File: config.mk
export PLATFORM = sky130hd
export DESIGN_NAME = mine_placer
export DESIGN_NICKNAME = d
export VERILOG_FILES = /design/src/rtl/mine_placer.sv
export SDC_FILE = /design/constraint.sdc
export NUM_CORES = 1
export LEC_CHECK = 0
export BUFFER_PORTS_ARGS = -buffer_cell sky130_fd_sc_hd__clkbuf_2
export CORE_MARGIN = 10
export CORE_UTILIZATION = 60
export CTS_CLUSTER_DIAMETER = 200
export DETAILED_ROUTE_END_ITERATION = 10
export GPL_TIMING_DRIVEN = 0
export MAX_ROUTING_LAYER = met4
export PLACE_DENSITY = 0.77
export SETUP_SLACK_MARGIN = 0.15
export SLEW_MARGIN = 5
export SYNTH_ARGS = -nofsm -noshare
export SYNTH_HDL_FRONTEND = slang
export SYNTH_SLANG_ARGS = --single-unit
export TNS_END_PERCENT = 100
File: constraint.sdc
create_clock -name clk -period 4.5 [get_ports clk]
set_input_delay 0.225 -clock clk [delete_from_list [all_inputs] [get_ports clk]]
set_output_delay 0.225 -clock clk [all_outputs]
set_load 0.01 [all_outputs]
File: src/rtl/mine_placer.sv
// mine_placer: places pseudo-random, non-duplicate mines into a 16x16 map
// for a new game.
//
// Ports:
//   clk, rst      - clock and synchronous active-high reset
//   start         - one-cycle placement request, accepted only while idle
//   mines_in      - requested mine count (0..63)
//   button_num    - grid edge in cells (valid 1..16)
//   safe_x/safe_y - cell that must stay mine-free
//   query_x/y     - map read address
//   is_mine       - registered map bit for the query cell (1-cycle latency)
//   busy          - high while placement runs
//   done          - one-cycle pulse when placement completes
//   mines_placed  - number of mines currently in the map
module mine_placer #(
  parameter logic [15:0] LFSR_SEED = 16'hACE1
) (
  input  logic       clk,
  input  logic       rst,
  input  logic       start,
  input  logic [5:0] mines_in,
  input  logic [4:0] button_num,
  input  logic [3:0] safe_x,
  input  logic [3:0] safe_y,
  input  logic [3:0] query_x,
  input  logic [3:0] query_y,
  output logic       is_mine,
  output logic       busy,
  output logic       done,
  output logic [5:0] mines_placed
);

  localparam int unsigned CNT_W   = 6;
  localparam int unsigned GRID_W  = 5;
  localparam int unsigned COORD_W = 4;
  localparam int unsigned CELLS_W = 9;
  localparam int unsigned MAP_N   = 256;
  localparam int unsigned LFSR_W  = 16;
  localparam int unsigned MAX_EDGE = 16;

  typedef enum logic [1:0] {
    S_IDLE   = 2'd0,
    S_PLACE  = 2'd1,
    S_FINISH = 2'd2
  } state_t;

  state_t               r_state;
  state_t               w_state_nxt;

  logic [LFSR_W-1:0]    r_lfsr;
  logic [MAP_N-1:0]     r_map;
  logic [GRID_W-1:0]    r_grid;
  logic [COORD_W-1:0]   r_safe_x;
  logic [COORD_W-1:0]   r_safe_y;
  logic [CNT_W-1:0]     r_target;
  logic [CNT_W-1:0]     r_count;
  logic                 r_reached;
  logic                 r_is_mine;
  logic                 r_busy;
  logic                 r_done;

  logic [CELLS_W-1:0]   w_cells;
  logic [CELLS_W-1:0]   w_cells_m1;
  logic [CNT_W-1:0]     w_target;
  logic [COORD_W-1:0]   w_cx;
  logic [COORD_W-1:0]   w_cy;
  logic [7:0]           w_idx;
  logic                 w_cand_ok;
  logic                 w_place;
  logic [CNT_W-1:0]     w_count_nxt;
  logic                 w_q_in_range;
  logic [LFSR_W-1:0]    w_lfsr_nxt;

  // Fibonacci LFSR x^16+x^14+x^13+x^11, shifting right
  assign w_lfsr_nxt = {r_lfsr[0] ^ r_lfsr[2] ^ r_lfsr[3] ^ r_lfsr[5],
                       r_lfsr[LFSR_W-1:1]};

  // Mine target from the requested count, clamped so the safe cell stays free
  assign w_cells    = CELLS_W'(button_num) * CELLS_W'(button_num);
  assign w_cells_m1 = w_cells - CELLS_W'(1);

  always_comb begin
    w_target = '0;
    if (button_num != '0 && button_num <= GRID_W'(MAX_EDGE)) begin
      if (w_cells_m1 < CELLS_W'(mines_in)) begin
        w_target = CNT_W'(w_cells_m1);
      end else begin
        w_target = mines_in;
      end
    end
  end

  // Candidate cell for this cycle
  assign w_cx  = r_lfsr[3:0];
  assign w_cy  = r_lfsr[7:4];
  assign w_idx = {w_cy, w_cx};

  assign w_cand_ok = ({1'b0, w_cx} < r_grid) &&
                     ({1'b0, w_cy} < r_grid) &&
                     !((w_cx == r_safe_x) && (w_cy == r_safe_y)) &&
                     !r_map[w_idx];

  // Placement is gated by the registered count so the target is never overshot
  assign w_place     = (r_state == S_PLACE) && (r_count < r_target) && w_cand_ok;
  assign w_count_nxt = r_count + CNT_W'(w_place);

  assign w_q_in_range = ({1'b0, query_x} < r_grid) && ({1'b0, query_y} < r_grid);

  // State register
  always_ff @(posedge clk) begin
    if (rst) begin
      r_state <= S_IDLE;
    end else begin
      r_state <= w_state_nxt;
    end
  end

  // Next-state logic
  always_comb begin
    w_state_nxt = r_state;
    case (r_state)
      S_IDLE:   if (start) w_state_nxt = S_PLACE;
      S_PLACE:  if (r_reached) w_state_nxt = S_FINISH;
      S_FINISH: w_state_nxt = S_IDLE;
      default:  w_state_nxt = S_IDLE;
    endcase
  end

  // Datapath: LFSR, map, counters and registered outputs
  always_ff @(posedge clk) begin
    if (rst) begin
      r_lfsr    <= LFSR_SEED;
      r_map     <= '0;
      r_grid    <= '0;
      r_safe_x  <= '0;
      r_safe_y  <= '0;
      r_target  <= '0;
      r_count   <= '0;
      r_reached <= 1'b0;
      r_is_mine <= 1'b0;
      r_busy    <= 1'b0;
      r_done    <= 1'b0;
    end else begin
      r_lfsr    <= w_lfsr_nxt;
      r_busy    <= (w_state_nxt == S_PLACE);
      r_done    <= (w_state_nxt == S_FINISH);
      r_is_mine <= w_q_in_range ? r_map[{query_y, query_x}] : 1'b0;

      case (r_state)
        S_IDLE: begin
          if (start) begin
            r_grid    <= button_num;
            r_safe_x  <= safe_x;
            r_safe_y  <= safe_y;
            r_target  <= w_target;
            r_count   <= '0;
            r_map     <= '0;
            r_reached <= 1'b0;
          end
        end
        S_PLACE: begin
          if (w_place) begin
            r_map[w_idx] <= 1'b1;
          end
          r_count <= w_count_nxt;
          // Completion seen one edge after the last mine lands
          r_reached <= (w_count_nxt == r_target);
        end
        default: begin
          r_reached <= 1'b0;
        end
      endcase
    end
  end

  assign is_mine      = r_is_mine;
  assign busy         = r_busy;
  assign done         = r_done;
  assign mines_placed = r_count;

endmodule

# Word-level counts from Yosys, hierarchy flattened

Index checks and enable logic that the tools add are counted.

Output and inout port bits: 9
Bits in registers: 303

Equality and inequality tests: 8
Order comparisons: 10
Multipliers: 1
Reduce and logical (&&, ||, !) cells: 18
Muxes and demuxes: 18
Bitwise logic cells: 5
Add/sub/neg operators: 2

Operator list:

| operator              | count |
|---|---|
| $mux W256             | 2 |
| $pmux W256 S2         | 1 |
| $or A256 B256 Y256    | 1 |
| $lt A4 B5 Y1          | 4 |
| $lt A8 B9 Y1 const B  | 2 |
| $mux W6               | 3 |
| $bmux W1 S8           | 2 |
| $pmux W6 S2           | 1 |
| $logic_and A1 B1 Y1   | 9 |
| $lt A9 B6 Y1          | 1 |
| $mul A5 B5 Y9         | 1 |
| $sub A9 B1 Y9 const B | 1 |
| $demux W1 S8          | 1 |
| $eq A4 B4 Y1          | 2 |
| $ge A8 B1 Y1 const B  | 1 |
| $add A6 B1 Y6         | 1 |
| $eq A6 B6 Y1          | 1 |
| $lt A6 B6 Y1          | 1 |
| $le A5 B5 Y1 const B  | 1 |
| $reduce_bool A5 Y1    | 1 |
| $eq A2 B1 Y1 const B  | 2 |
| $mux W1               | 4 |
| $mux W2               | 2 |
| $ne A2 B2 Y1 const B  | 2 |
| other kinds (11)      | 15 |

# Longest topological paths before layout

Gate-level depths: netlist of the first run.

Depth after elaboration: 9
Gate-level depth with buffers: 18

# Least setup slack after synthesis of the first run

Ideal clock, no wire load.

Kind: input-to-reg
Start point: input port button_num[0]
End point: register r_target[5]
Stages: 16
Setup time: 122 ps
Arrival time: 3692 ps
Path slack: 686 ps
Path buffers: 1
Cell sequence: clkbuf_1 > and2_1 > fa_1 > inv_1 > fa_1 > inv_1 > ha_1 > ha_1 > nor2b_1 > o21ai_0 > a21boi_0 > o21a_1 > o21ai_0 > and4_1 > nand2_1 > a311o_1

Word-level cells in the longest chain between the ends: 5

RTL lines:

| element                | RTL line | source |
|---|---|---|
| start: declaration     | 22       | `input logic [4:0] button_num,` |
| $mul A5 B5 Y9          | 79       | `assign w_cells = CELLS_W'(button_num) * CELLS_W'(button_num);` |
| $sub A9 B1 Y9          | 80       | `assign w_cells_m1 = w_cells - CELLS_W'(1);` |
| $lt A9 B6 Y1           | 85       | `if (w_cells_m1 < CELLS_W'(mines_in)) begin` |
| $mux W6                | 85       |  |
| $mux W6 (*)            | 84       | `if (button_num != '0 && button_num <= GRID_W'(MAX_EDGE)) begin` |
| end signal: assignment | 155      | `r_target <= w_target;` |
| end: declaration       | 55       | `logic [CNT_W-1:0] r_target;` |

Every way passes the cells marked *; elsewhere a longest branch is shown, timed or not.
A chain may end at the register's enable or synchronous reset.

# Final worst setup path of the first run

Start point: register r_lfsr[0]
End point: register r_reached

Word-level cells in the longest chain between the ends: 9

RTL lines:

| element                                                             | RTL line | source |
|---|---|---|
| start: declaration                                                  | 50       | `logic [LFSR_W-1:0] r_lfsr;` |
| start signal: assignment                                            | 144      | `r_lfsr <= w_lfsr_nxt;` |
| parallel branches: the longest is 4 deep, another holds $bmux W1 S8 | --       |  |
| $logic_and A1 B1 Y1 (*)                                             | 100      | `!((w_cx == r_safe_x) && (w_cy == r_safe_y)) &&` |
| $logic_and A1 B1 Y1 (*)                                             | 104      | `assign w_place = (r_state == S_PLACE) && (r_count < r_target) && w_cand_ok;` |
| $add A6 B1 Y6 (*)                                                   | 105      | `assign w_count_nxt = r_count + CNT_W'(w_place);` |
| $eq A6 B6 Y1 (*)                                                    | 167      | `r_reached <= (w_count_nxt == r_target);` |
| $pmux W1 S2 (*)                                                     | 149      | `case (r_state)` |
| end signal: assignment                                              | 167      |  |
| end: declaration                                                    | 57       | `logic r_reached;` |

Every way passes the cells marked *. The select of a mux whose other input is x is not followed.

==> qor.txt, run 1 <==
Status - finished clean
Element type at the critical path start - flip-flop
Fin. max-slew vios - 0
Final layout net count - 1635
Final ANT Viol Nets - 0
Clk pwr share - 41.4%
Net Count, Synth - 1550
Initial drt markers - 2152
Max-Slew Margin vs Limit - 14.7%
Reg power frac - 46.2%
Vias - 13500
Syn Std Cell Area - 15400 um^2
Setup WS pre-CTS - -0.243 ns
GPL Wtd Cong - 1.02
Share of the synthesized area in the top cell type - 39.5%
Logic pwr share - 12.4%
Ys flop type - dfxtp_1
Cell row count - 58
Skew final - 0.0149 ns
Cts bufs inserted - 31
Worst skew pair latency - 0.57 ns
Pin count of the biggest net entering global routing - 16
Sequential element share of the synthesized area - 39.5%
Final Hold Slack - 0.0224 ns
Clock transition at path regs - 0.06 ns
Critical path cell sequence - buf_4 > buf_12 > buf_8 > mux4_2 > a22oi_1 > a21oi_1 > or4_1 > o211a_2 > nor2_1 > ha_1 > and3_1 > nand3_1 > xor2_2 > xnor2_1 > a41oi_1 > nor2_1
Port Buf Inserts - 34
Most frequent cells in the layout - dfxtp_1, nand2_1, o21ai_0
Most frequent cell on the critical path - nor2_1
Syn Area/Cell - 10.4 um^2
Internal - 4.35 mW
Commonest non-fill, non-tap cell in the layout - dfxtp_1
Pwr/cell area - 344 nW/um^2
Core Area - 25200 um^2
Placed instance count - 1847
Setup TNS - 0 ns
Drt drc - 0
Largest cells by area after synthesis - dfxtp_1, mux4_2, a32o_1
Top cell type by total area after synthesis - dfxtp_1
Fmax - 235 MHz
Post-synth EDFFs - 0
RSZ-0062 raised after global routing - yes
Least-Margin Pin Slew - 1.28 ns
# H-tree levels - 1
N_diodes - 0
Ratio of cells with drive above 1 in the final layout - 17.6%
Total power draw - 5.90 mW
Final setup vio count - 0
Chip height - 180 um
Post-route minimum period - 4.26 ns
Sink Count - 303
Final period utilization - 94.6%
Final worst slack - 0.243 ns
CTS tree - done
Synth Instances - 1482
CP Class - reg -> reg
Antenna violations before repair - 0
Crit Path Max Fanout - 10
GRT Overall Usage - 29.5%
Synth warn - 0
Die area - 32400 um^2
Clock root buffer master - clkbuf_16
DP HPWL - 34.5 mm
Worst EP required - 4.93 ns
Final Non-Filler Cells - 1914
Sw Pwr - 1.55 mW
CP max stage delay - 0.58 ns
Routed wire length - 48.5 mm
I/O pin count - 39
Synth Register Bits - 303
Max VDD drop - 0.458 mV
GRT Residual Overflow - 0
Slowest-stage cell, CP - or4_1
Die Width - 180 um
Crit. End Element - flip-flop
Vias in the first global route - 12900
Final Hold Viols - 0
Critical Path AT - 4.68 ns
Initial Util - 61.0%
DR vias/cell - 7.06
Type of the worst min-delay path - in -> reg
Asr flop ratio synth - 0%
First-pass GRT wire length - 74.7 mm
Drt wl/cell - 25.4 um
Cell variety after synth - 60
Static leakage - 6.08 nW
First drt pass iteration count - 8
Max cap viols - 0
Switch share - 26.3%
Area Overhead vs Synth - 11.9%
Clk buf depth - 3
==> flip-flops by register name, summed over array words and instances (netlist names), 2 cells and up <==
name,cells
r_target,6
r_map,256
r_lfsr,16
r_safe_x,4
mines_placed,6
r_grid,5
r_safe_y,4
r_state,2
==> Yosys cell counts, drive strengths merged (11+ instances only) <==
library cell / number
inv: 33
xor2: 19
nand3: 16
a21oi: 35
o21ai: 157
a22oi: 28
mux2i: 37
dfxtp: 303
nand4: 11
nor2b: 21
nand2: 240
a32o: 120
ha: 33
nor2: 45
xnor2: 11
clkbuf: 93
mux4: 129
buf: 42
==> area by class of cell <==
type	count	area (um^2)
Multi-Input combinational cell	1011	8620
Fill cell	1892	8000
Sequential cell	303	6070
Clock buffer	46	922
Buffer	135	666
Tap cell	330	413
Timing Repair Buffer	52	349
Inverter	33	124
Clock inverter	4	23.8
==> power by group through the flow <==
| stage | logic (mW) | registers, mW | clock network (mW) |
|---|---|---|---|
| floorplan | 0.478 | 2.78 | 0 |
| global placement | 0.672 | 2.78 | 0 |
| detailed placement | 0.679 | 2.78 | 0 |
| CTS | 0.701 | 2.73 | 2.44 |
| global route | 0.792 | 2.73 | 2.54 |
| finish | 0.732 | 2.73 | 2.45 |
==> kinds of logic (layout without fill, tap and decap cells) <==
family / Yosys count / after routing / share of synthesized area (%)
simple gates: 393 / 393 / 11.7
compound gates: 379 / 379 / 17.5
flops: 303 / 303 / 39.5
mux: 171 / 171 / 21.7
buf+inv: 168 / 270 / 4.61
fa+ha+maj: 38 / 38 / 3.34
xor+xnor: 30 / 30 / 1.71
==> layer usage <==
metal	part of all wire, %	global-route usage, %	wire [um]
met1	38	38.0	18500
met2	44	44.2	21200
met3	13	7.21	6510
met4	4.7	11.6	2300
met5	0	-	0
==> final timing paths <==
| path | start | end | slack (ns) | depth (start not counted) |
|---|---|---|---|---|
| min | rst | r_lfsr[1]$_SDFF_PP0_ | 0.02 | 2 |
| min reg2reg | r_lfsr[8]$_SDFF_PP0_ | r_lfsr[7]$_SDFF_PP1_ | 0.41 | 1 |
| max reg2reg | r_lfsr[0]$_SDFF_PP1_ | r_reached$_SDFFE_PP0P_ | 0.24 | 16 |
| max | r_lfsr[0]$_SDFF_PP1_ | r_reached$_SDFFE_PP0P_ | 0.24 | 16 |
==> per-stage QoR <==
stage                     instance area, um^2  utilization, %
after floorplan                         15400               -
after global placement                  15900            63.3
after detailed placement                16000            63.4
after CTS                               17100            67.9
after global routing                    17200            68.2
final                                   17200            68.2
==> what timing repair did <==
item	CTS	global route
setup buffers	0	1
endpoints found under the setup margin	5	9
pin swaps	0	1
endpoints found under the hold margin	16	0
hold buffers	16	0
resized for setup	13	32
==> critical path: cells and delay by family (launching register included) <==
| family | cells | cell delay [ns] |
|---|---|---|
| xor gates and xnor gates | 2 | 0.34 |
| and+or+nand+nor | 5 | 1.26 |
| muxes | 1 | 0.56 |
| buffers and inverters | 3 | 0.62 |
| AOI/OAI and AO/OA | 4 | 0.78 |
| DFF | 1 | 0.31 |
| adders and majority gates | 1 | 0.23 |
Power figures use the tool's default switching activity.
==> run 2: changes to the inputs <==
==> constraint.sdc (replaced) <==
create_clock -name clk -period 4.5 [get_ports clk]
set_input_delay 0 -clock clk [delete_from_list [all_inputs] [get_ports clk]]
set_output_delay 0 -clock clk [all_outputs]
set_load 0.01 [all_outputs]
==> run 2 against run 1 <==
Against the previous run: total power increased by 0.59%; combinational power grew 4.2%; sequential cell count did not move; clock power is essentially flat; clock-buffer cell count unchanged; critical path depth decreased by 1; global-route usage up 0.23 points; fmax is 0.74% lower; die area unchanged; sequential power about the same; first-iteration DRC count grew 1.0%.
==> qor.txt, run 2 (synthesized netlist as in run 1, its figures left out) <==
Port Buf Inserts - 34
Pin count of the biggest net entering global routing - 16
Max VDD drop - 0.459 mV
Crit. End Element - flip-flop
Multi-input gate area - 8660 um^2
Final Hold Slack - 0.0148 ns
Final ANT Viol Nets - 0
Initial drt markers - 2174
CTS tree - done
Sink Count - 303
Drt wl/cell - 25.6 um
Initial Util - 61.0%
Die Width - 180 um
Slowest-stage cell, CP - or4_1
I/O pin count - 39
GRT Overall Usage - 29.7%
Post-route minimum period - 4.29 ns
Element type at the critical path start - flip-flop
Skew final - 0.0108 ns
Final Cell Area - 17300 um^2
Final layout net count - 1643
Static leakage - 6.12 nW
Type of the worst min-delay path - in -> reg
GPL Wtd Cong - 1.02
Reg area - 6070 um^2
Most frequent cells in the layout - dfxtp_1, nand2_1, o21ai_0
Filler cells - 1874
CP max stage delay - 0.59 ns
Fin. max-slew vios - 0
Clk buf depth - 3
First-pass GRT wire length - 75.2 mm
First drt pass iteration count - 7
N_diodes - 0
Worst EP required - 4.93 ns
Die area - 32400 um^2
Critical Path AT - 4.72 ns
Post-Place Cell Area - 16000 um^2
Max FFs per register - 256
Antenna violations before repair - 0
Vias in the first global route - 13000
# H-tree levels - 1
RSZ-0062 raised after global routing - no
Least-Margin Pin Slew - 1.29 ns
Worst skew pair latency - 0.57 ns
Max-Slew Margin vs Limit - 14.3%
Commonest non-fill, non-tap cell in the layout - dfxtp_1
Crit Path Max Fanout - 10
Fmax - 233 MHz
Routed wire length - 49.2 mm
Final setup vio count - 0
Vias - 13600
Cts bufs inserted - 31
Area Overhead vs Synth - 12.6%
Status - finished clean
Core Area - 25200 um^2
GRT Residual Overflow - 0
Chip height - 180 um
DP HPWL - 34.5 mm
Cell row count - 58
Critical path cell sequence - buf_2 > buf_2 > nor2_1 > a22oi_1 > a21oi_1 > or4_1 > o211a_2 > nor2_2 > ha_1 > and3_1 > nand3_1 > xor2_2 > xnor2_1 > a41oi_1 > nor2_1
Setup TNS - 0 ns
Final Hold Viols - 0
Top Registers - r_map: 256 flops, r_lfsr: 16 flops
Largest Register - r_map
Clock transition at path regs - 0.06 ns
Final core utilization - 68.7%
Ratio of cells with drive above 1 in the final layout - 18.2%
Drt drc - 0
Clock root buffer master - clkbuf_16
CP bufs+invs - 2
Pwr/cell area - 343 nW/um^2
DR vias/cell - 7.06
Top delay family on crit path - simple AND/OR/NAND/NOR gates
Final period utilization - 95.3%
CP Class - reg -> reg
Max cap viols - 0
==> run 2: cell types whose count changed in the layout (fill, tap and decap cells not counted), moves of 2 or more <==
cell / change
ha_4: +2
ha_1: -2
dlygate4sd3_1: +8
nor2_2: +2
nor2_1: -2
==> run 2: path summary, 6_finish.rpt <==
| kind | from | endpoint | slack (ns) | depth (start not counted) |
|---|---|---|---|---|
| hold / removal | query_y[3] | is_mine$_SDFF_PP0_ | 0.01 | 5 |
| hold reg to reg | r_lfsr[8]$_SDFF_PP0_ | r_lfsr[7]$_SDFF_PP1_ | 0.41 | 1 |
| setup / recovery | r_lfsr[2]$_SDFF_PP0_ | r_reached$_SDFFE_PP0P_ | 0.21 | 15 |
| setup reg to reg | r_lfsr[2]$_SDFF_PP0_ | r_reached$_SDFFE_PP0P_ | 0.21 | 15 |
==> run 2: worst min-delay path: stages <==
cell and delay [ns]:
clkbuf_2 0.15, ha_1 0.16, nor2_1 0.04, a31oi_1 0.12
nor4_1 0.06
==> run 2: per-stage QoR <==
stage | power [mW] | std cells | setup WS [ns]
finish | 5.94 | 1922 | 0.212
global placement | 3.46 | 1846 | -0.222
detailed placement | 3.46 | 1847 | -0.243
CTS | 5.87 | 1921 | 0.204
floorplan | 3.26 | 1482 | 0.911
global route | 6.09 | 1922 | 0.149
==> run 2: metal layers <==
metal / part of all wire, % / track usage (%)
met3: 13 / 7.13
met2: 44 / 44.6
met4: 5.0 / 12.1
met1: 38 / 38.2
met5: 0 / -
==> run 2: final cells by class <==
class                           count  area share (%)
Sequential cell                   303            35.1
Multi-Input combinational cell   1011            50.1
Inverter                           33           0.716
Buffer                            135            3.78
Tap cell                          330            2.39
Timing Repair Buffer               60            2.48
Clock inverter                      4           0.137
Clock buffer                       46            5.33
==> run 2: where the power goes <==
part           switching, mW  leakage, nW  internal, mW
logic                  0.498         3.20         0.264
clock network           1.06        0.470          1.39
registers             0.0174         2.45          2.71
total                   1.57         6.12          4.37
==> run 2: repair_timing <==
item | 4_1_cts | 5_1_grt
pin swaps | 0 | 2
hold buffers | 24 | 0
setup buffers | 0 | 1
hold endpoints to repair | 22 | 0
resized for setup | 13 | 42
setup endpoints to repair | 5 | 4
